[src/rtl/alu_issue_if.sv]
// Issue-block bundle: upstream op handshake, registered ALU drive/return, downstream result handshake.
// No storage; pure wiring shared by the issue block and its environment.
// Backpressure travels on in_valid/in_ready and out_valid/out_ready.
interface alu_issue_if;
  // upstream operation
  logic        in_valid;
  logic        in_ready;
  logic [1:0]  in_op;
  logic [31:0] in_op1;
  logic [31:0] in_op2;
  logic        in_ignore_op2;
  // ALU drive and return
  logic [31:0] alu_op1;
  logic [31:0] alu_op2;
  logic        alu_ignore_op2;
  logic [1:0]  alu_ctrl;
  logic [31:0] alu_result;
  logic        alu_zero;
  // downstream result
  logic        out_valid;
  logic        out_ready;
  logic [31:0] out_result;
  logic        out_zero;
  logic        out_illegal;

  // environment side: supplies ops, models the ALU, consumes results
  modport master (
    output in_valid, in_op, in_op1, in_op2, in_ignore_op2,
    input  in_ready,
    input  alu_op1, alu_op2, alu_ignore_op2, alu_ctrl,
    output alu_result, alu_zero,
    input  out_valid, out_result, out_zero, out_illegal,
    output out_ready
  );

  // issue block side
  modport slave (
    input  in_valid, in_op, in_op1, in_op2, in_ignore_op2,
    output in_ready,
    output alu_op1, alu_op2, alu_ignore_op2, alu_ctrl,
    input  alu_result, alu_zero,
    output out_valid, out_result, out_zero, out_illegal,
    input  out_ready
  );
endinterface

[src/rtl/alu_issue.sv]
// ALU issue stage: latches one op, drives a combinational ALU from registers, holds the result for handoff.
// Latency accept->out_valid: illegal 1, add/sub 2, mul 2 (MUL_LATENCY+1 with ALU_MUL_MULTICYCLE_EN defined).
// One op in flight; in_ready only in IDLE, result held in DONE until out_ready.
module alu_issue #(
  parameter int MUL_LATENCY = 4
) (
  input  logic       clk,
  input  logic       reset,
  alu_issue_if.slave bus
);

  // multiply latency must fit the 4-bit wait counter and leave room for one wait cycle
  if (MUL_LATENCY < 2 || MUL_LATENCY > 15) begin : g_bad_mul_latency
    $error("alu_issue: MUL_LATENCY must be in 2..15");
  end

  localparam logic [1:0] OP_ADD     = 2'b00;
  localparam logic [1:0] OP_ILLEGAL = 2'b11;

  typedef enum logic [1:0] {
    IDLE     = 2'd0,
    EXEC     = 2'd1,
`ifdef ALU_MUL_MULTICYCLE_EN
    MUL_WAIT = 2'd2,
`endif
    DONE     = 2'd3
  } state_t;

  state_t      state_q;
  state_t      state_d;

  logic [31:0] op1_q;
  logic [31:0] op2_q;
  logic        ign_q;
  logic [1:0]  ctrl_q;
  logic [31:0] res_q;
  logic        zero_q;
  logic        ill_q;

  logic        in_ready_c;
  logic        out_valid_c;
  logic        capture;
  logic        xfer;

`ifdef ALU_MUL_MULTICYCLE_EN
  localparam logic [3:0] MUL_LOAD = 4'(MUL_LATENCY - 1);
  logic [3:0]  cnt_q;
  logic        is_mul;
  assign is_mul = (ctrl_q == 2'b01);
`endif

  assign xfer = bus.in_valid && in_ready_c;

  // state register
  always_ff @(posedge clk or posedge reset) begin
    if (reset) state_q <= IDLE;
    else       state_q <= state_d;
  end

  // next-state logic
  always_comb begin
    state_d = state_q;
    case (state_q)
      IDLE: if (bus.in_valid) state_d = (bus.in_op == OP_ILLEGAL) ? DONE : EXEC;
`ifdef ALU_MUL_MULTICYCLE_EN
      EXEC:     state_d = is_mul ? MUL_WAIT : DONE;
      MUL_WAIT: if (cnt_q == 4'd1) state_d = DONE;
`else
      EXEC:     state_d = DONE;
`endif
      DONE: if (bus.out_ready) state_d = IDLE;
      default:  state_d = IDLE;
    endcase
  end

  // state-decoded outputs and result capture strobe
  always_comb begin
    in_ready_c  = (state_q == IDLE);
    out_valid_c = (state_q == DONE);
`ifdef ALU_MUL_MULTICYCLE_EN
    capture     = ((state_q == EXEC) && !is_mul) ||
                  ((state_q == MUL_WAIT) && (cnt_q == 4'd1));
`else
    capture     = (state_q == EXEC);
`endif
  end

`ifdef ALU_MUL_MULTICYCLE_EN
  // multiply wait counter: loaded in EXEC, the capture happens when it reaches 1
  always_ff @(posedge clk or posedge reset) begin
    if (reset)                          cnt_q <= 4'd0;
    else if ((state_q == EXEC) && is_mul) cnt_q <= MUL_LOAD;
    else if (state_q == MUL_WAIT)       cnt_q <= cnt_q - 4'd1;
  end
`endif

  // operand latch on transfer and result capture; illegal ops bypass the ALU with a zero result
  always_ff @(posedge clk or posedge reset) begin
    if (reset) begin
      op1_q  <= '0;
      op2_q  <= '0;
      ign_q  <= 1'b0;
      ctrl_q <= OP_ADD;
      res_q  <= '0;
      zero_q <= 1'b0;
      ill_q  <= 1'b0;
    end else begin
      if (xfer) begin
        op1_q  <= bus.in_op1;
        op2_q  <= bus.in_op2;
        ign_q  <= bus.in_ignore_op2;
        ctrl_q <= (bus.in_op == OP_ILLEGAL) ? OP_ADD : bus.in_op;
        ill_q  <= (bus.in_op == OP_ILLEGAL);
        if (bus.in_op == OP_ILLEGAL) begin
          res_q  <= '0;
          zero_q <= 1'b0;
        end
      end
      if (capture) begin
        res_q  <= bus.alu_result;
        zero_q <= bus.alu_zero;
      end
    end
  end

  assign bus.in_ready       = in_ready_c;
  assign bus.out_valid      = out_valid_c;
  assign bus.alu_op1        = op1_q;
  assign bus.alu_op2        = op2_q;
  assign bus.alu_ignore_op2 = ign_q;
  assign bus.alu_ctrl       = ctrl_q;
  assign bus.out_result     = res_q;
  assign bus.out_zero       = zero_q;
  assign bus.out_illegal    = ill_q;

endmodule
[src/flat_wrapper.sv]
// flat-port wrapper written by rule: the top's interface ports become plain ports
module alu_issue_flat 
#(
  parameter int MUL_LATENCY = 4
)
  (clk, reset, bus_in_valid, bus_in_op, bus_in_op1, bus_in_op2, bus_in_ignore_op2, bus_in_ready, bus_alu_op1, bus_alu_op2, bus_alu_ignore_op2, bus_alu_ctrl, bus_alu_result, bus_alu_zero, bus_out_valid, bus_out_result, bus_out_zero, bus_out_illegal, bus_out_ready);
  alu_issue_if bus_i ();
  input  logic clk;
  input  logic reset;
  input wire logic [$bits(bus_i.in_valid)-1:0] bus_in_valid;
  input wire logic [$bits(bus_i.in_op)-1:0] bus_in_op;
  input wire logic [$bits(bus_i.in_op1)-1:0] bus_in_op1;
  input wire logic [$bits(bus_i.in_op2)-1:0] bus_in_op2;
  input wire logic [$bits(bus_i.in_ignore_op2)-1:0] bus_in_ignore_op2;
  output wire logic [$bits(bus_i.in_ready)-1:0] bus_in_ready;
  output wire logic [$bits(bus_i.alu_op1)-1:0] bus_alu_op1;
  output wire logic [$bits(bus_i.alu_op2)-1:0] bus_alu_op2;
  output wire logic [$bits(bus_i.alu_ignore_op2)-1:0] bus_alu_ignore_op2;
  output wire logic [$bits(bus_i.alu_ctrl)-1:0] bus_alu_ctrl;
  input wire logic [$bits(bus_i.alu_result)-1:0] bus_alu_result;
  input wire logic [$bits(bus_i.alu_zero)-1:0] bus_alu_zero;
  output wire logic [$bits(bus_i.out_valid)-1:0] bus_out_valid;
  output wire logic [$bits(bus_i.out_result)-1:0] bus_out_result;
  output wire logic [$bits(bus_i.out_zero)-1:0] bus_out_zero;
  output wire logic [$bits(bus_i.out_illegal)-1:0] bus_out_illegal;
  input wire logic [$bits(bus_i.out_ready)-1:0] bus_out_ready;
  assign bus_i.in_valid = bus_in_valid;
  assign bus_i.in_op = bus_in_op;
  assign bus_i.in_op1 = bus_in_op1;
  assign bus_i.in_op2 = bus_in_op2;
  assign bus_i.in_ignore_op2 = bus_in_ignore_op2;
  assign bus_in_ready = bus_i.in_ready;
  assign bus_alu_op1 = bus_i.alu_op1;
  assign bus_alu_op2 = bus_i.alu_op2;
  assign bus_alu_ignore_op2 = bus_i.alu_ignore_op2;
  assign bus_alu_ctrl = bus_i.alu_ctrl;
  assign bus_i.alu_result = bus_alu_result;
  assign bus_i.alu_zero = bus_alu_zero;
  assign bus_out_valid = bus_i.out_valid;
  assign bus_out_result = bus_i.out_result;
  assign bus_out_zero = bus_i.out_zero;
  assign bus_out_illegal = bus_i.out_illegal;
  assign bus_i.out_ready = bus_out_ready;
  alu_issue #(.MUL_LATENCY(MUL_LATENCY)) u_core (.clk(clk), .reset(reset), .bus(bus_i));
endmodule
[config.mk]
export PLATFORM = sky130hd
export DESIGN_NAME = alu_issue_flat
export DESIGN_NICKNAME = d
export VERILOG_FILES = /design/src/rtl/alu_issue_if.sv /design/src/rtl/alu_issue.sv /design/src/flat_wrapper.sv
export SDC_FILE = /design/constraint.sdc
export NUM_CORES = 1
export LEC_CHECK = 0
export ABC_CLOCK_PERIOD_IN_PS = 6300
export CORE_ASPECT_RATIO = 0.9
export CORE_MARGIN = 10
export CORE_UTILIZATION = 43
export DETAILED_ROUTE_END_ITERATION = 8
export PLACE_DENSITY = 0.85
export SLEW_MARGIN = 15
export SYNTH_ARGS = -nofsm -noshare
export SYNTH_HDL_FRONTEND = slang
export SYNTH_SLANG_ARGS = --single-unit
[constraint.sdc]
create_clock -name clk -period 6.3 [get_ports clk]
set_input_delay 1.26 -clock clk [delete_from_list [all_inputs] [get_ports clk]]
set_output_delay 1.26 -clock clk [all_outputs]
set_load 0.05 [all_outputs]
Yosys cells after proc, flatten, opt, wreduce, memory -nomap -nowiden --
Index checks and enable logic that the tools add are counted.
Word-level totals: bits in registers 103, input bits 104, word-level logic and storage cells 30
Cells by class: equal/unequal tests 5, multiplexer cells 11, reduce and logical (&&, ||, !) cells 6
Operators by type and width (number):
- $mux 32 | 3
- $mux 2 | 4
- $pmux 2 s3 | 1
- $eq 2x2->1 const B | 2
- $reduce_and 2->1 | 2
- $reduce_bool 2->1 | 2
- $mux 1 | 3
- $eq 2x1->1 const B | 1
- $logic_not 2->1 | 1
- $ne 2x1->1 const B | 1
- $ne 2x2->1 const B | 1
- $logic_and 1x1->1 | 1

Logic depth before layout (Yosys ltp) --
depth after elaboration 4, mapped depth 4, gate-level depth less buffers 2

Worst setup path before layout --
OpenSTA, ideal clock, no wires.
kind reg2out, from register u_core.state_q[0], to output port bus_in_ready, arrival 1.424 ns, required time 5.040 ns, setup slack 3.616 ns, stages on the path, launching flop included 4, path buffers 2, cells stage by stage dfrtp_1 > buf_2 > buf_1 > nor2_1
On the way: longest elaborated chain between the ends 1
Ends and longest elaborated chain:
- start: declaration | line alu_issue.sv:29 | state_t state_q;
- start signal: assignment | line alu_issue.sv:57 | else state_q <= state_d;
- $logic_not 2->1 | line alu_issue.sv:78 | in_ready_c = (state_q == IDLE);
- end: declaration | line flat_wrapper.sv:15 | output wire logic [$bits(bus_i.in_ready)-1:0] bus_in_ready;
No other way between the ends.

Final worst setup path --
from register u_core.state_q[1], to output port bus_out_valid
On the way: longest elaborated chain between the ends 1
Ends and longest elaborated chain:
- $eq 2x2->1 | line alu_issue.sv:79 | out_valid_c = (state_q == DONE);
- end: declaration | line flat_wrapper.sv:22 | output wire logic [$bits(bus_i.out_valid)-1:0] bus_out_valid;
No other way between the ends.

==> impl_results.html <==
<table>
<tr><th>Metric</th><th>Value</th></tr>
<tr><th colspan="2">STA</th></tr>
<tr><td>Count of endpoints failing setup in the final report</td><td>0</td></tr>
<tr><td>Final hold vios</td><td>0</td></tr>
<tr><td>Highest clock frequency the design can meet</td><td>0.265 GHz</td></tr>
<tr><td>Setup TNS</td><td>0 ns</td></tr>
<tr><td>Final worst path period share</td><td>0.599</td></tr>
<tr><td>RSZ-0062 raised after global routing</td><td>no</td></tr>
<tr><td>Worst-Margin Slew</td><td>1.16 ns</td></tr>
<tr><td>Worst slew slack as a fraction of its limit</td><td>0.228</td></tr>
<tr><td>Clk_skew</td><td>0.00962 ns</td></tr>
<tr><td>Final slew viol count</td><td>0</td></tr>
<tr><td>Minimum clock period after layout</td><td>3.77 ns</td></tr>
<tr><th colspan="2">Route</th></tr>
<tr><td>Sum of routed wire segments on met1</td><td>4.94 mm</td></tr>
<tr><td>Overall via count from detail_route</td><td>3146</td></tr>
<tr><td>Sum of met3 wire segment lengths after detailed routing</td><td>1.36 mm</td></tr>
<tr><td>Violation count after the first detailed-route iteration</td><td>180</td></tr>
<tr><td>Via/cell ratio</td><td>4.92</td></tr>
<tr><td>Count of antenna-violating nets left after detailed routing</td><td>0</td></tr>
<tr><td>Number of iterations in the first detailed-routing pass</td><td>4</td></tr>
<tr><td>Final routed wire length divided by cell count</td><td>19.6 um</td></tr>
<tr><td>Sum of routed wire length over all layers</td><td>12.5 mm</td></tr>
<tr><td>Highest routing layer actually used</td><td>met4</td></tr>
<tr><td>Metal2 WL</td><td>6.07 mm</td></tr>
<tr><td>Count of unresolved DRC violations after routing</td><td>0</td></tr>
<tr><th colspan="2">Critical path</th></tr>
<tr><td>R2r worst-path depth</td><td>3</td></tr>
<tr><td>Worst Setup Path Type</td><td>reg2out</td></tr>
<tr><td>Startpoint types</td><td>register</td></tr>
<tr><td>Critical register-to-register path endpoint</td><td>u_core.bus.alu_op1[14]</td></tr>
<tr><td>Critical Path RT</td><td>5.04 ns</td></tr>
<tr><td>Worst reg2reg setup slack</td><td>3.59 ns</td></tr>
<tr><td>Arrival time at the worst endpoint</td><td>2.51 ns</td></tr>
<tr><td>Critical register-to-register path startpoint</td><td>u_core.state_q[1]</td></tr>
<tr><td>Max Fanout on Critical Path</td><td>41</td></tr>
<tr><td>Endpoint kind of the worst setup timing path</td><td>output pin</td></tr>
<tr><th colspan="2">Clock network</th></tr>
<tr><td>H-tree depth reported by CTS</td><td>3</td></tr>
<tr><td>Post-CTS resize count</td><td>0</td></tr>
<tr><td>Sinks on Clock Net</td><td>103</td></tr>
<tr><td>Setup Buffers After CTS</td><td>0</td></tr>
<tr><td>Buffers from clock root to sink, at most</td><td>2</td></tr>
<tr><td>TritonCTS clock tree</td><td>built</td></tr>
<tr><td>Number of buffers inserted during clock tree synthesis</td><td>9</td></tr>
<tr><td>Clock transition at the registers of the reported paths</td><td>0.10 ns</td></tr>
<tr><td>Clock root buffer master</td><td>sky130_fd_sc_hd__clkbuf_8</td></tr>
<tr><td>Number of buffers inserted for hold repair after clock tree synthesis</td><td>0</td></tr>
<tr><td>Later-pin clock latency in the skew report</td><td>0.35 ns</td></tr>
<tr><th colspan="2">Global routing</th></tr>
<tr><td>Antenna violations before repair</td><td>0</td></tr>
<tr><td>Largest net degree at the start of global routing</td><td>86</td></tr>
<tr><td>Via count of the first global-routing pass</td><td>3412</td></tr>
<tr><td>Global-route wire length before repair</td><td>19.1 mm</td></tr>
<tr><td>Total grt overflow</td><td>0</td></tr>
<tr><td>Overall routing resource usage</td><td>0.172</td></tr>
<tr><th colspan="2">Power and ir drop</th></tr>
<tr><td>Max rail drop VDD</td><td>0.319 mV</td></tr>
<tr><td>Power per unit of standard cell area</td><td>636 nW/um^2</td></tr>
<tr><td>Switch Pwr</td><td>2090 uW</td></tr>
<tr><td>PnR Total Power</td><td>4170 uW</td></tr>
<tr><td>Switching power as a share of total power</td><td>0.501</td></tr>
<tr><td>Sequential cell fraction of total power</td><td>0.287</td></tr>
<tr><td>Lkg Pwr</td><td>0.00274 uW</td></tr>
<tr><td>Fraction of power consumed by the clock network</td><td>0.095</td></tr>
<tr><td>Logic gate share of total power</td><td>0.618</td></tr>
<tr><td>Cell Int Power</td><td>2080 uW</td></tr>
<tr><th colspan="2">Cells and area</th></tr>
<tr><td>Fill cell instance count of the final layout</td><td>709</td></tr>
<tr><td>Layout overhead on the synthesized area</td><td>57.0%</td></tr>
<tr><td>Fraction of layout cells with a size suffix above 1</td><td>0.144</td></tr>
<tr><td>Count of antenna diodes in the layout</td><td>0</td></tr>
<tr><td>Final net count</td><td>613</td></tr>
<tr><td>Post-Layout Inst Area</td><td>6550 um^2</td></tr>
<tr><th colspan="2">Synth</th></tr>
<tr><td>Gate count of the mapped netlist</td><td>309</td></tr>
<tr><td>Area of the mapped netlist</td><td>4170 um^2</td></tr>
<tr><td>Yosys warns</td><td>0</td></tr>
<tr><td>Sequential element share of the synthesized area</td><td>0.618</td></tr>
<tr><td>Synthesized Nets</td><td>413</td></tr>
<tr><td>Total of flip-flops plus latches after synthesis</td><td>103</td></tr>
<tr><td>Cell variety after synth</td><td>22</td></tr>
<tr><td>Mean area per synthesized cell</td><td>13.5 um^2</td></tr>
<tr><th colspan="2">Worst hold path</th></tr>
<tr><td>Number of cells traversed by the worst hold path</td><td>1</td></tr>
<tr><td>Hold path startpoint</td><td>u_core.bus.alu_op2[28]</td></tr>
<tr><td>Hold crit path type</td><td>reg2reg</td></tr>
<tr><td>End of the worst hold path</td><td>u_core.bus.alu_op2[28]</td></tr>
<tr><th colspan="2">Job</th></tr>
<tr><td>Maximum capacitance violations</td><td>0</td></tr>
<tr><th colspan="2">Die</th></tr>
<tr><td>Die Span Y</td><td>113 um</td></tr>
<tr><td>Count of boundary I/O pins</td><td>207</td></tr>
<tr><td>Total die area</td><td>14000 um^2</td></tr>
<tr><td>Starting Density</td><td>0.436</td></tr>
<tr><td>Core ar.</td><td>9570 um^2</td></tr>
<tr><td>Row count</td><td>34</td></tr>
<tr><td>Die X</td><td>124 um</td></tr>
<tr><th colspan="2">Run status</th></tr>
<tr><td>Run status</td><td>finished clean</td></tr>
<tr><th colspan="2">Placed design</th></tr>
<tr><td>Detailed-placement wirelength estimate</td><td>9.43 mm</td></tr>
<tr><td>Input/output buffers</td><td>206</td></tr>
<tr><td>Cell area after placement</td><td>6320 um^2</td></tr>
<tr><td>Final weighted congestion of routability-driven global placement</td><td>0.785</td></tr>
</table>
[how the worst max path moves through the flow]
stage	start	to	slack (ns)	cells past startpoint
5_1_grt	u_core.state_q[1]	bus_out_valid	2.38	2
6_report	u_core.state_q[1]	bus_out_valid	2.53	2
2_1_floorplan	reset	u_core.bus.alu_ctrl[0]	2.34	1
3_5_place_dp	bus_in_valid	u_core.bus.alu_op2[31]	2.27	4
4_1_cts	u_core.state_q[1]	bus_out_valid	2.54	2
3_3_place_gp	bus_in_valid	u_core.bus.alu_op1[12]	2.39	4
[layout by cell type (no fill, tap or decap), types with 4 or more instances in the layout]
| master | instances |
|---|---|
| sky130_fd_sc_hd__clkbuf_8 | 10 |
| sky130_fd_sc_hd__nand3b_1 | 33 |
| sky130_fd_sc_hd__inv_1 | 35 |
| sky130_fd_sc_hd__buf_4 | 4 |
| sky130_fd_sc_hd__mux2_1 | 19 |
| sky130_fd_sc_hd__mux2_2 | 48 |
| sky130_fd_sc_hd__dfrtp_1 | 103 |
| sky130_fd_sc_hd__clkdlybuf4s50_1 | 206 |
| sky130_fd_sc_hd__o31ai_1 | 33 |
[stage by stage]
stage | util | setup slack, ns | hold WS (ns) | instances
final | 0.684 | 2.53 | 0.494 | 640
after global routing | 0.684 | 2.38 | 0.501 | 640
after detailed placement | 0.660 | 2.27 | 0.474 | 622
after CTS | 0.680 | 2.54 | 0.497 | 638
after floorplan | - | 2.34 | 0.551 | 309
after global placement | 0.660 | 2.39 | 0.466 | 622
[cells in the mapped netlist]
cell type	instances	area, um^2
sky130_fd_sc_hd__a21oi_1	1	5.00
sky130_fd_sc_hd__a22o_1	1	8.76
sky130_fd_sc_hd__a31oi_1	1	6.26
sky130_fd_sc_hd__and2_1	1	6.26
sky130_fd_sc_hd__and4b_1	1	10.0
sky130_fd_sc_hd__buf_1	3	11.3
sky130_fd_sc_hd__buf_2	8	40.0
sky130_fd_sc_hd__buf_4	1	7.51
sky130_fd_sc_hd__buf_6	2	22.5
sky130_fd_sc_hd__clkbuf_1	9	33.8
sky130_fd_sc_hd__dfrtp_1	103	2580
sky130_fd_sc_hd__inv_1	36	135
sky130_fd_sc_hd__mux2_1	19	214
sky130_fd_sc_hd__mux2_2	48	541
sky130_fd_sc_hd__mux2i_1	1	10.0
sky130_fd_sc_hd__nand2_1	2	7.51
sky130_fd_sc_hd__nand2b_1	1	6.26
sky130_fd_sc_hd__nand3b_1	33	248
sky130_fd_sc_hd__nor2_1	1	3.75
sky130_fd_sc_hd__nor2b_1	3	18.8
sky130_fd_sc_hd__nor3b_2	1	12.5
sky130_fd_sc_hd__o31ai_1	33	248
[power groups by stage]
stage	sequential, uW	clock (uW)	combinational (uW)
finish	1200	395	2580
global route	1240	435	2690
CTS	1200	409	2600
detailed placement	1210	0	2600
global placement	1190	0	2550
floorplan	2300	0	578
[state kept, by name (all words and copies together) (netlist names)]
register,cells
u_core.bus.alu_op1,32
u_core.bus.alu_op2,32
u_core.bus.out_result,32
u_core.bus.alu_ctrl,2
u_core.state_q,2
u_core.bus.alu_ignore_op2,1
u_core.bus.out_illegal,1
u_core.bus.out_zero,1
[cell type report]
type                       instances  area, um^2  area share
tap                              126         158      0.0241
clock buffer                      10         138      0.0210
clock inverter                     6        51.3     0.00783
timing repair buffer             212        2130       0.326
sequential                       103        2580       0.393
multi-input combinational        147        1360       0.207
inverter                          36         138      0.0210
[worst max-delay path: stages (launching register included)]
cell and delay (ns):
sky130_fd_sc_hd__dfrtp_1 1.12, sky130_fd_sc_hd__and2_1 0.23, sky130_fd_sc_hd__clkdlybuf4s50_1 0.81
[cells by family (layout without fill, tap and decap cells)]
logic type,count (synthesis),after routing,synth area share
AO/OA/AOI/OAI,36,36,0.0642
buffers and inverters,59,264,0.0600
flip-flops,103,103,0.618
multiplexers,68,68,0.183
AND/OR/NAND/NOR,43,43,0.0750
[routing by layer]
layer / up-vias / global-route usage
met5: - / 0
met4: 0 / 0.0419
met3: 11 / 0.0662
met2: 134 / 0.288
met1: 1537 / 0.203
li1: 1464 / -
No activity file was read; power rests on OpenSTA's default activity.
